## src/rtl/minimig_grid.sv

```systemverilog
// rtl/minimig_grid.sv - DVI grid pattern generator with PS/2 scan-code status display
//
// Draws a white grid on a navy background, TMDS encodes each pixel and shifts
// every lane out one bit per xclk (10 xclk per pixel).
// Optional feature macro: MINIMIG_GRID_PS2_EN
//   defined   : PS/2 keyboard receiver built, led shows the last valid scan code
//   undefined : kclk/kd ignored, led counts frames
//
// Ports:
//   xclk                              sole clock
//   cpu_reset                         asynchronous active-high reset
//   kclk, kd                          PS/2 keyboard clock and data (asynchronous)
//   led[7:0]                          status display
//   TMDS_OUT_clk_p / _n               serial clock lane, 1111100000 per word
//   TMDS_OUT_data_p[2:0] / _n[2:0]    serial data lanes: bit0 blue, bit1 green, bit2 red
module minimig_grid #(
   parameter logic SIM = 1'b0
) (
   input  logic       xclk,
   input  logic       cpu_reset,
   input  logic       kclk,
   input  logic       kd,
   output logic [7:0] led,
   output logic       TMDS_OUT_clk_p,
   output logic       TMDS_OUT_clk_n,
   output logic [2:0] TMDS_OUT_data_p,
   output logic [2:0] TMDS_OUT_data_n
);

   // Sync start (SS) and sync end (SE, exclusive) positions
   localparam logic [9:0]  H_ACT   = SIM ? 10'd16 : 10'd640;
   localparam logic [9:0]  H_SS    = SIM ? 10'd18 : 10'd656;
   localparam logic [9:0]  H_SE    = SIM ? 10'd22 : 10'd752;
   localparam logic [9:0]  H_LAST  = SIM ? 10'd23 : 10'd799;
   localparam logic [9:0]  V_ACT   = SIM ? 10'd8  : 10'd480;
   localparam logic [9:0]  V_SS    = SIM ? 10'd9  : 10'd490;
   localparam logic [9:0]  V_SE    = SIM ? 10'd11 : 10'd492;
   localparam logic [9:0]  V_LAST  = SIM ? 10'd11 : 10'd524;
   localparam int          G       = SIM ? 2 : 4;
   localparam logic [16:0] TO_LAST = SIM ? 17'd255 : 17'd65535;

   localparam logic [9:0] TOK_00 = 10'b1101010100;
   localparam logic [9:0] TOK_01 = 10'b0010101011;
   localparam logic [9:0] TOK_10 = 10'b0101010100;
   localparam logic [9:0] TOK_11 = 10'b1010101011;

   // DVI 8b/10b encoder; returns {new_disparity[5:0], word[9:0]}
   function automatic logic [15:0] tmds_enc(
      input logic [7:0]        d,
      input logic              de_in,
      input logic [1:0]        c,
      input logic signed [5:0] cnt
   );
      logic [8:0] qm;
      logic [9:0] q;
      int         n1d, n1q, n0q, cn;
      n1d = 0;
      n1q = 0;
      for (int i = 0; i < 8; i++) n1d = n1d + int'(d[i]);
      qm[0] = d[0];
      if (n1d > 4 || (n1d == 4 && !d[0])) begin
         for (int i = 1; i < 8; i++) qm[i] = ~(qm[i-1] ^ d[i]);
         qm[8] = 1'b0;
      end else begin
         for (int i = 1; i < 8; i++) qm[i] = qm[i-1] ^ d[i];
         qm[8] = 1'b1;
      end
      for (int i = 0; i < 8; i++) n1q = n1q + int'(qm[i]);
      n0q = 8 - n1q;
      cn  = int'(cnt);
      q   = '0;
      if (!de_in) begin
         cn = 0;
         case (c)
            2'b00:   q = TOK_00;
            2'b01:   q = TOK_01;
            2'b10:   q = TOK_10;
            default: q = TOK_11;
         endcase
      end else if (cn == 0 || n1q == n0q) begin
         q  = {~qm[8], qm[8], qm[8] ? qm[7:0] : ~qm[7:0]};
         cn = qm[8] ? cn + n1q - n0q : cn + n0q - n1q;
      end else if ((cn > 0 && n1q > n0q) || (cn < 0 && n0q > n1q)) begin
         q  = {1'b1, qm[8], ~qm[7:0]};
         cn = cn + (qm[8] ? 2 : 0) + n0q - n1q;
      end else begin
         q  = {1'b0, qm[8], qm[7:0]};
         cn = cn - (qm[8] ? 0 : 2) + n1q - n0q;
      end
      return {6'(cn), q};
   endfunction

   // Pixel enable: one pulse per 10 xclk, on count 9
   logic [3:0] pix_cnt;
   logic       pix_en;
   assign pix_en = (pix_cnt == 4'd9);

   always_ff @(posedge xclk or posedge cpu_reset) begin
      if (cpu_reset) pix_cnt <= '0;
      else           pix_cnt <= pix_en ? 4'd0 : pix_cnt + 4'd1;
   end

   // Raster counters
   logic [9:0] hcount, vcount;

   always_ff @(posedge xclk or posedge cpu_reset) begin
      if (cpu_reset) begin
         hcount <= '0;
         vcount <= '0;
      end else if (pix_en) begin
         if (hcount == H_LAST) begin
            hcount <= '0;
            vcount <= (vcount == V_LAST) ? 10'd0 : vcount + 10'd1;
         end else begin
            hcount <= hcount + 10'd1;
         end
      end
   end

   // Pattern and active-low syncs
   logic       de, hsync, vsync, grid;
   logic [7:0] red, green, blue;

   always_comb begin
      de    = (hcount < H_ACT) && (vcount < V_ACT);
      hsync = !((hcount >= H_SS) && (hcount < H_SE));
      vsync = !((vcount >= V_SS) && (vcount < V_SE));
      grid  = (hcount[G-1:0] == '0) || (vcount[G-1:0] == '0);
      red   = grid ? 8'hFF : 8'h00;
      green = grid ? 8'hFF : 8'h00;
      blue  = grid ? 8'hFF : 8'h80;
   end

   // Encode stage, registered on pixel enable
   logic [9:0]        enc_b, enc_g, enc_r;
   logic signed [5:0] disp_b, disp_g, disp_r;
   logic [15:0]       nxt_b, nxt_g, nxt_r;

   assign nxt_b = tmds_enc(blue,  de, {vsync, hsync}, disp_b);
   assign nxt_g = tmds_enc(green, de, 2'b00,          disp_g);
   assign nxt_r = tmds_enc(red,   de, 2'b00,          disp_r);

   always_ff @(posedge xclk or posedge cpu_reset) begin
      if (cpu_reset) begin
         enc_b  <= '0;
         enc_g  <= '0;
         enc_r  <= '0;
         disp_b <= '0;
         disp_g <= '0;
         disp_r <= '0;
      end else if (pix_en) begin
         enc_b  <= nxt_b[9:0];
         enc_g  <= nxt_g[9:0];
         enc_r  <= nxt_r[9:0];
         disp_b <= nxt_b[15:10];
         disp_g <= nxt_g[15:10];
         disp_r <= nxt_r[15:10];
      end
   end

   // Serialisers; the clock lane is a shifter too so it idles low in reset
   logic [9:0] sh_b, sh_g, sh_r, sh_c;

   always_ff @(posedge xclk or posedge cpu_reset) begin
      if (cpu_reset) begin
         sh_b <= '0;
         sh_g <= '0;
         sh_r <= '0;
         sh_c <= '0;
      end else if (pix_en) begin
         sh_b <= enc_b;
         sh_g <= enc_g;
         sh_r <= enc_r;
         sh_c <= 10'b0000011111;
      end else begin
         sh_b <= {1'b0, sh_b[9:1]};
         sh_g <= {1'b0, sh_g[9:1]};
         sh_r <= {1'b0, sh_r[9:1]};
         sh_c <= {1'b0, sh_c[9:1]};
      end
   end

   assign TMDS_OUT_clk_p  = sh_c[0];
   assign TMDS_OUT_clk_n  = ~sh_c[0];
   assign TMDS_OUT_data_p = {sh_r[0], sh_g[0], sh_b[0]};
   assign TMDS_OUT_data_n = ~{sh_r[0], sh_g[0], sh_b[0]};

`ifdef MINIMIG_GRID_PS2_EN
   // kclk_s[1]/kd_s[1] are the synchronised levels, kclk_s[2] the previous one
   logic [2:0]  kclk_s;
   logic [1:0]  kd_s;
   logic        kfall;
   logic [3:0]  bit_cnt;
   logic [9:0]  sr;
   logic [10:0] frame;
   logic        frame_rdy;
   logic [16:0] idle;

   assign kfall = kclk_s[2] & ~kclk_s[1];

   always_ff @(posedge xclk or posedge cpu_reset) begin
      if (cpu_reset) begin
         kclk_s    <= '0;
         kd_s      <= '0;
         bit_cnt   <= '0;
         sr        <= '0;
         frame     <= '0;
         frame_rdy <= 1'b0;
         idle      <= '0;
         led       <= '0;
      end else begin
         kclk_s    <= {kclk_s[1:0], kclk};
         kd_s      <= {kd_s[0], kd};
         frame_rdy <= 1'b0;
         // start 0, stop 1, odd parity over data + parity bit
         if (frame_rdy && !frame[0] && frame[10] && (^frame[9:1]))
            led <= frame[8:1];
         if (kfall) begin
            idle <= '0;
            if (bit_cnt == 4'd10) begin
               frame     <= {kd_s[1], sr};
               frame_rdy <= 1'b1;
               bit_cnt   <= '0;
            end else begin
               sr      <= {kd_s[1], sr[9:1]};
               bit_cnt <= bit_cnt + 4'd1;
            end
         end else if (bit_cnt != 4'd0) begin
            // a stalled partial frame is dropped so the next start bit realigns
            if (idle == TO_LAST) begin
               bit_cnt <= '0;
               idle    <= '0;
            end else begin
               idle <= idle + 17'd1;
            end
         end
      end
   end
`else
   logic frame_wrap;
   logic unused_ps2;

   assign frame_wrap = pix_en && (hcount == H_LAST) && (vcount == V_LAST);
   assign unused_ps2 = kclk ^ kd;

   always_ff @(posedge xclk or posedge cpu_reset) begin
      if (cpu_reset)       led <= '0;
      else if (frame_wrap) led <= led + 8'd1;
   end
`endif

endmodule

```

## config.mk

```make
export PLATFORM = sky130hd
export DESIGN_NAME = minimig_grid
export DESIGN_NICKNAME = d
export VERILOG_FILES = /design/src/rtl/minimig_grid.sv
export SDC_FILE = /design/constraint.sdc
export NUM_CORES = 1
export LEC_CHECK = 0
export BUFFER_PORTS_ARGS = -buffer_cell sky130_fd_sc_hd__buf_4
export CAP_MARGIN = 20
export CORE_ASPECT_RATIO = 2
export CORE_MARGIN = 5
export CORE_UTILIZATION = 60
export CTS_BUF_LIST = sky130_fd_sc_hd__clkbuf_4 sky130_fd_sc_hd__clkbuf_8
export CTS_CLUSTER_DIAMETER = 200
export DETAILED_ROUTE_END_ITERATION = 8
export PLACE_DENSITY = 0.77
export SYNTH_ARGS = -nofsm -noshare
export SYNTH_HDL_FRONTEND = slang
export SYNTH_SLANG_ARGS = --single-unit
export TNS_END_PERCENT = 30
```

## constraint.sdc

```tcl
create_clock -name xclk -period 4.56 [get_ports xclk]
set_input_delay 0.456 -clock xclk [delete_from_list [all_inputs] [get_ports xclk]]
set_output_delay 0.456 -clock xclk [all_outputs]
set_load 0.005 [all_outputs]
```

Word level (Yosys, flattened, before mapping)
Index checks and enable logic that the tools add are counted.

storage, ports and cells
  bits in registers = 120
  word-level logic and storage cells = 223
  bits of input ports = 4
  output and inout port bits = 16

cells by class
  add/sub/neg operators = 64
  multiplexer cells = 39
  $lt $le $gt $ge = 18
  equal/unequal tests = 9
  bitwise logic cells = 46
  reductions and logical operators = 33

operators with widths
  kind                     count
  $mux W10                 14
  $logic_not A32 Y1        3
  $add A6 B6 Y6            12
  $mux W6                  12
  $sub A6 B6 Y6            12
  $mux W8                  5
  $gt A9 B9 Y1             4
  $pmux W10 S3             1
  $add A6 B1 Y7            4
  $add A5 B1 Y6            4
  $add A7 B1 Y8            3
  $xor A1 B1 Y1            24
  $add A10 B1 Y10 const B  2
  $add A4 B1 Y5            4
  $eq A10 B10 Y1 const B   2
  $lt A10 B10 Y1 const B   2
  $lt A10 B9 Y1 const B    2
  $add A6 B3 Y6            3
  $eq A9 B9 Y1             2
  $gt A6 B1 Y1 const B     3
  $lt A6 B1 Y1 const B     3
  $sub A4 B8 Y9 const A    2
  $sub A6 B3 Y6            3
  $not A1 Y1               17
  other kinds (26)         66

Logic depth before layout (Yosys ltp)
Gate-level depths: netlist of run 1.

  depth in word-level cells = 32
  gate-level depth with buffers = 19
  mapped depth without buffers = 16

Worst setup path before layout of run 1
Ideal clock, no wire load.

  path type = reg-to-reg
  start point = register vcount[1]
  end point = register disp_b[5]
  cell stages (with the launch flop) = 18
  data required time = 4420 ps
  arrival time = 4016 ps
  buffers on the path = 2
  clock period less this slack = 4156 ps
  setup slack = 404 ps
  library setup time = 140 ps
  cells stage by stage = dfrtp_1 > inv_1 > ha_1 > or3b_2 > nand2_1 > buf_2 > buf_2 > ha_1 > xnor2_1 > xnor2_1 > ha_1 > fa_1 > a211o_1 > and3_1 > o41ai_1 > o22ai_1 > xnor2_1 > o22ai_1

between the ends
  cells in the longest elaborated chain, start to end = 28
  elaborated cells on any way between the ends = 69
  those cells by class = 25 x add/sub; 4 x order compare; 2 x eq/ne; 8 x mux; 20 x bitwise; 10 x reduce/logical

RTL lines
  what                                                    RTL line  RTL
  from (decl)                                             104       logic [9:0] hcount, vcount;
  from (signal assigned)                                  113       vcount <= (vcount == V_LAST) ? 10'd0 : vcount + 10'd1;
  branches (longest 27 deep; another with $add A7 B1 Y8)  --
  $mux W6 (*)                                             72        if (!de_in) begin
  to (signal assigned)                                    155       disp_b <= nxt_b[15:10];
  to (decl)                                               136       logic signed [5:0] disp_b, disp_g, disp_r;

Mark *: on every way between the ends.
A chain may end at the register's enable or synchronous reset.

Worst setup path after layout of run 1
  start point = register vcount[0]
  end point = register disp_b[5]

Same word-level chain as after synthesis.

==> flow_metrics.py, run 1 <==
metrics = {
    "sta": {
        "rsz0062_at_grt": "no",
        "period_minus_slack_ps": 4230,
        "timing.fmax_mhz": 236.4,
        "clock-skew-final_ps": 16.54,
        "worstMarginPinSlew_ps": 775.3,
        "setup_viol": 0,
        "slew_headroom_pct": 48.31,
        "drv_slew": 0,
        "tns_ps": 0,
        "hold_violations": 0,
        "final.period_utilization_pct": 92.77,
    },
    "global_route": {
        "grt_usage_pct": 22.78,
        "antenna_found_initial": 0,
        "grt_pass1_vias": 5237,
        "grt_max_degree": 64,
        "grt_pass1_wl_um": 24170,
        "grt_overflow_total": 0,
    },
    "cells_and_area": {
        "multi_input_area_sq_um": 3760,
        "final_cell_mix": "nand2_1, dfrtp_1, ha_1",
        "utilization_pct": 65.92,
        "final_cells": 843,
        "num-fill-cells": 840,
        "diodes": 0,
        "final_common_cell": "nand2_1",
        "regArea_sq_um": 2427,
        "syn_to_final_growth_pct": 7.115,
        "layout-drive-gt1-share_pct": 8.499,
        "nNetsFinal": 793,
    },
    "drt": {
        "drtIter0Drc": 254,
        "first_pass_iters": 7,
        "vias": 5043,
        "wl_per_cell_um": 16.82,
        "wirelength_um": 14180,
        "viasPerCell": 5.982,
        "route.detailed.drc": 0,
        "ant_nets": 0,
    },
    "synth": {
        "netlist_area_sq_um": 6489,
        "yosysWarnings": 0,
        "synth.avg_cell_area_sq_um": 9.390,
        "yosysTopAreaCellShare_pct": 37.41,
        "async_flop_share_pct": 100.0,
        "ys.flop_type": "dfrtp_1",
        "synth_seq_cells": 97,
        "synthTopCellsByArea": "dfrtp_1, ha_1, nand2_1, xnor2_1, fa_1",
        "yosysUniqueCellTypes": 64,
        "synth_fp_nets": 783,
        "synth-edff-count": 0,
        "ys_seq_area_share_pct": 37.41,
        "synthCells": 691,
        "yosysTopAreaCell": "dfrtp_1",
    },
    "cts": {
        "hold_buffers": 0,
        "root_buffer": "clkbuf_8",
        "cts_tree": "done",
        "htreeDepth": 3,
        "postCtsSetupBuffers": 0,
        "cts_sinks": 97,
        "clk_pin_slew_ps": 110,
        "clk_path_buf_depth": 2,
        "clk-insertion-delay-late_ps": 380,
        "numCtsBuffers": 9,
        "post_cts_resized": 0,
    },
    "floorplanning": {
        "die_width_um": 83.54,
        "core_sq_um": 10540,
        "pin_count": 20,
        "row_count": 53,
        "dieArea_sq_um": 13120,
        "die_h_um": 157.1,
        "start_util_pct": 61.54,
    },
    "critical_path": {
        "setup.worst_path.end_class": "flop",
        "arrival_ps": 4460,
        "reg2reg_depth": 15,
        "critical_path_class": "flop to flop",
        "worstSetupStartpointType": "flop",
        "required_ps": 4790,
        "critPathMaxFanout": 6,
    },
    "placement": {
        "portBuffers": 17,
        "place_congestion": 0.8911,
        "dp.cells": 827,
        "hpwl_um": 10710,
    },
    "status": {
        "status": "finished clean",
    },
    "hold_path": {
        "hold_path_class": "input port to async pin",
    },
    "pwr": {
        "finalPower_mw": 1.446,
        "p_per_area_nw_per_um2": 208.1,
        "peakVddDrop_uv": 194.6,
        "p_leak_nw": 3.617,
    },
    "job": {
        "max_cap_violations": 0,
    },
}
[kinds of logic (layout without fill, tap and decap cells)]
group	count (synthesis)	after routing	share of synthesized area [%]
multiplexers	11	11	1.774
XOR/XNOR	56	56	7.559
AO/OA/AOI/OAI	133	133	12.84
adder cells (fa/ha/maj)	88	88	18.47
buffers and inverters	77	92	4.724
AND/OR/NAND/NOR	229	229	17.22
flip-flops	97	97	37.41
[synth_stat cells, drive strengths merged, types with 2 or more instances]
| master | number |
|---|---|
| a31oi | 7 |
| and4 | 3 |
| xor2 | 21 |
| nand4 | 12 |
| nor4 | 3 |
| nor3b | 3 |
| mux2i | 7 |
| a32o | 3 |
| a211oi | 3 |
| a21oi | 32 |
| a21o | 11 |
| and3 | 3 |
| nor2 | 31 |
| o21a | 6 |
| a22o | 3 |
| o2111ai | 2 |
| xnor2 | 35 |
| mux2 | 4 |
| o22ai | 6 |
| or3 | 5 |
| or3b | 2 |
| or4 | 2 |
| nor2b | 2 |
| o21ai | 41 |
| dfrtp | 97 |
| inv | 51 |
| o31ai | 2 |
| nor4b | 2 |
| buf | 9 |
| or2 | 2 |
| and2 | 5 |
| nand2b | 7 |
| nand2 | 115 |
| nand4bb | 2 |
| fa | 13 |
| clkbuf | 17 |
| a32oi | 4 |
| ha | 75 |
| nor3 | 15 |
| nand3 | 13 |
[report_power, final]
| part | internal [mW] | switching [mW] |
|---|---|---|
| Sequential | 0.860 | 0 |
| Combinational | 0.00129 | 0.0165 |
| Clock | 0.220 | 0.349 |
[per-stage QoR]
step	instance area (sq um)	hold slack (ps)	setup slack, ps
6_report	6950	225.0	329.7
3_5_place_dp	6740	418.6	448.4
4_1_cts	6950	244.7	404.0
2_1_floorplan	6489	408.4	404.2
5_1_grt	6950	279.5	143.9
3_3_place_gp	6740	413.1	597.4
[flip-flops by register name, indices dropped and copies added, names as in the netlist, 5 cells and up]
name    flops
sh_b       10
enc_b       5
disp_g      6
vcount     10
sh_g       10
sh_r       10
disp_r      6
hcount     10
disp_b      6
led         8
sh_c        5
[final timing paths]
path / start / slack [ps] / to
setup reg to reg: vcount[0] / 330 / disp_b[5]
hold reg to reg: sh_c[4] / 440 / sh_c[3]
max in group asynchronous: cpu_reset / 3400 / enc_r[6]
min in group xclk: sh_c[4] / 440 / sh_c[3]
hold / removal: cpu_reset / 230 / led[0]
setup / recovery: vcount[0] / 330 / disp_b[5]
[worst max-delay path: stages, from the launching register on]
cell     delay [ps]
dfrtp_1         460
inv_1            90
ha_1            200
or3b_2          530
nand2_1         240
ha_1            350
xnor2_1         170
xnor2_1         130
ha_1            240
fa_1            420
a211o_1         320
and3_1          170
o41ai_1         340
o22ai_1         150
xnor2_1         180
o22ai_1          90
[layout make-up]
class | instances | area share [%]
clock buffers | 9 | 1.782
clock inverters | 7 | 1.242
inverters | 51 | 2.790
multi-input cells | 517 | 54.10
flip-flops and latches | 97 | 34.92
well taps | 137 | 2.466
repair buffers | 25 | 2.700
[layer usage]
layer	track usage, %	vias to the layer above	routed length [um]
li1	-	2386	-
met1	22.70	2479	5115
met2	44.95	129	8068
met3	2.933	49	407
met4	12.19	0	590
met5	0	-	0
(Power assumes the default switching activity.)
==> run 2: changes to the inputs <==
--- a/config.mk
+++ b/config.mk
@@ -9,11 +9,12 @@
 export CAP_MARGIN = 20
 export CORE_ASPECT_RATIO = 2
 export CORE_MARGIN = 5
-export CORE_UTILIZATION = 60
+export CORE_UTILIZATION = 50
 export CTS_BUF_LIST = sky130_fd_sc_hd__clkbuf_4 sky130_fd_sc_hd__clkbuf_8
 export CTS_CLUSTER_DIAMETER = 200
 export DETAILED_ROUTE_END_ITERATION = 8
-export PLACE_DENSITY = 0.77
+export GPL_ROUTABILITY_DRIVEN = 0
+export PLACE_DENSITY = 0.66
 export SYNTH_ARGS = -nofsm -noshare
 export SYNTH_HDL_FRONTEND = slang
 export SYNTH_SLANG_ARGS = --single-unit
==> flow_metrics.py, run 2 (same netlist as run 1, synthesis figures left out) <==
metrics = {
    "status": {
        "status": "finished clean",
    },
    "cts": {
        "postCtsSetupBuffers": 0,
        "clk_pin_slew_ps": 90,
        "post_cts_resized": 0,
        "clk_path_buf_depth": 2,
        "cts_tree": "done",
        "htreeDepth": 3,
        "root_buffer": "clkbuf_8",
        "cts_sinks": 97,
        "numCtsBuffers": 9,
        "hold_buffers": 0,
        "clk-insertion-delay-late_ps": 360,
    },
    "global_route": {
        "antenna_found_initial": 0,
        "grtUsageMet1_pct": 23.75,
        "grt_pass1_vias": 4675,
        "globalRoute.busiestLayer": "met2",
        "use_met2_pct": 29.12,
        "met3_usage_pct": 2.464,
        "grt_pass1_wl_um": 22600,
        "grt_usage_pct": 17.51,
        "grt_overflow_total": 0,
        "grt_max_degree": 65,
    },
    "drt": {
        "route.detailed.drc": 0,
        "vias": 4781,
        "wl_per_cell_um": 15.36,
        "drtIter0Drc": 194,
        "first_pass_iters": 4,
        "wirelength_um": 13160,
        "ant_nets": 0,
        "viasPerCell": 5.579,
    },
    "job": {
        "max_cap_violations": 0,
    },
    "sta": {
        "timing.fmax_mhz": 243.0,
        "worstMarginPinSlew_ps": 799.8,
        "final.period_utilization_pct": 90.25,
        "whs_ps": 251.1,
        "rsz0062_at_grt": "no",
        "setup_viol": 0,
        "setup_ws_ps": 444.5,
        "period_minus_slack_ps": 4116,
        "clock-skew-final_ps": 16.17,
        "drv_slew": 0,
        "tns_ps": 0,
        "slew_headroom_pct": 46.68,
        "hold_violations": 0,
    },
    "floorplanning": {
        "start_util_pct": 50.52,
        "die_width_um": 90.55,
        "core_sq_um": 12840,
        "dieArea_sq_um": 15490,
        "die_h_um": 171.1,
        "pin_count": 20,
        "row_count": 59,
    },
    "hold_path": {
        "hold_path_class": "input port to async pin",
    },
    "cells_and_area": {
        "diodes": 0,
        "final_cell_mix": "nand2_1, dfrtp_1, ha_1",
        "layout-drive-gt1-share_pct": 8.369,
        "syn_to_final_growth_pct": 7.289,
        "final_common_cell": "nand2_1",
        "nNetsFinal": 793,
    },
    "placement": {
        "portBuffers": 17,
        "hpwl_um": 9690,
        "detailedPlace.worstSlack_ps": 482.9,
    },
    "critical_path": {
        "worstSetupStartpointType": "flop",
        "timing.rr.end": "disp_b[5]",
        "r2r_setup_slack_ps": 440,
        "setup.worst_path.end_class": "flop",
        "reg2reg_depth": 15,
        "required_ps": 4780,
        "critPathMaxFanout": 6,
        "critical_path_class": "flop to flop",
        "r2r-start": "vcount[1]",
        "arrival_ps": 4340,
    },
    "pwr": {
        "peakVddDrop_uv": 223.2,
        "p_leak_nw": 3.616,
        "p_per_area_nw_per_um2": 207.9,
    },
}
[run 2: cell types whose count changed in the layout (fill, tap and decap cells not counted)]
cell | previous run | this run
clkinv_4 | 2 | 0
clkinv_2 | 0 | 1
clkinvlp_4 | 0 | 1
clkinv_8 | 3 | 0
inv_8 | 1 | 0
bufinv_16 | 0 | 1
clkbuf_8 | 9 | 11
[run 2: per-stage QoR]
stage                     instance area [sq um]  instances  total power, mW  utilization, %
after floorplan                            6489        691           0.8891               -
after global placement                     6759        842           0.8957           52.62
after detailed placement                   6759        842           0.8956           52.62
after CTS                                  6962        857            1.464           54.20
after global routing                       6962        857            1.506           54.20
final                                      6962        857            1.447           54.20
[run 2: per-layer routing]
layer,vias to the layer above,part of all wire [%]
li1,2382,-
met1,2300,46
met2,81,50
met3,18,2.9
met4,0,1.9
met5,-,0
[run 2: power by group]
group          switching [mW]  internal, mW
combinational          0.0166       0.00129
sequential                  0         0.859
clock                   0.288         0.282
total                   0.305          1.14
[run 2: cell type report]
cell class	instances	area, sq um
Inverter	51	193.9
Fill cell	1203	5883
Timing Repair Buffer	25	187.7
Clock buffer	11	151.4
Sequential cell	97	2427
Clock inverter	4	51.30
Multi-Input combinational cell	517	3760
Tap cell	152	190.2
[run 2: worst max-delay path by stage]
| stage | from | endpoint | slack [ps] |
|---|---|---|---|
| floorplan | vcount[1] | disp_b[5] | 400 |
| global placement | vcount[1] | disp_b[5] | 540 |
| detailed placement | vcount[1] | disp_b[5] | 480 |
| CTS | vcount[1] | disp_b[5] | 470 |
| global route | vcount[1] | disp_b[5] | 210 |
| finish | vcount[1] | disp_b[5] | 440 |
[run 2: worst max-delay path, cell delays in order (launching register included)]
cell	delay, ps
dfrtp_1	430
inv_1	100
ha_1	180
or3b_2	530
nand2_1	270
ha_1	380
xnor2_1	170
xnor2_1	130
ha_1	230
fa_1	410
a211o_1	330
and3_1	170
o41ai_1	240
o22ai_1	150
xnor2_1	180
o22ai_1	90
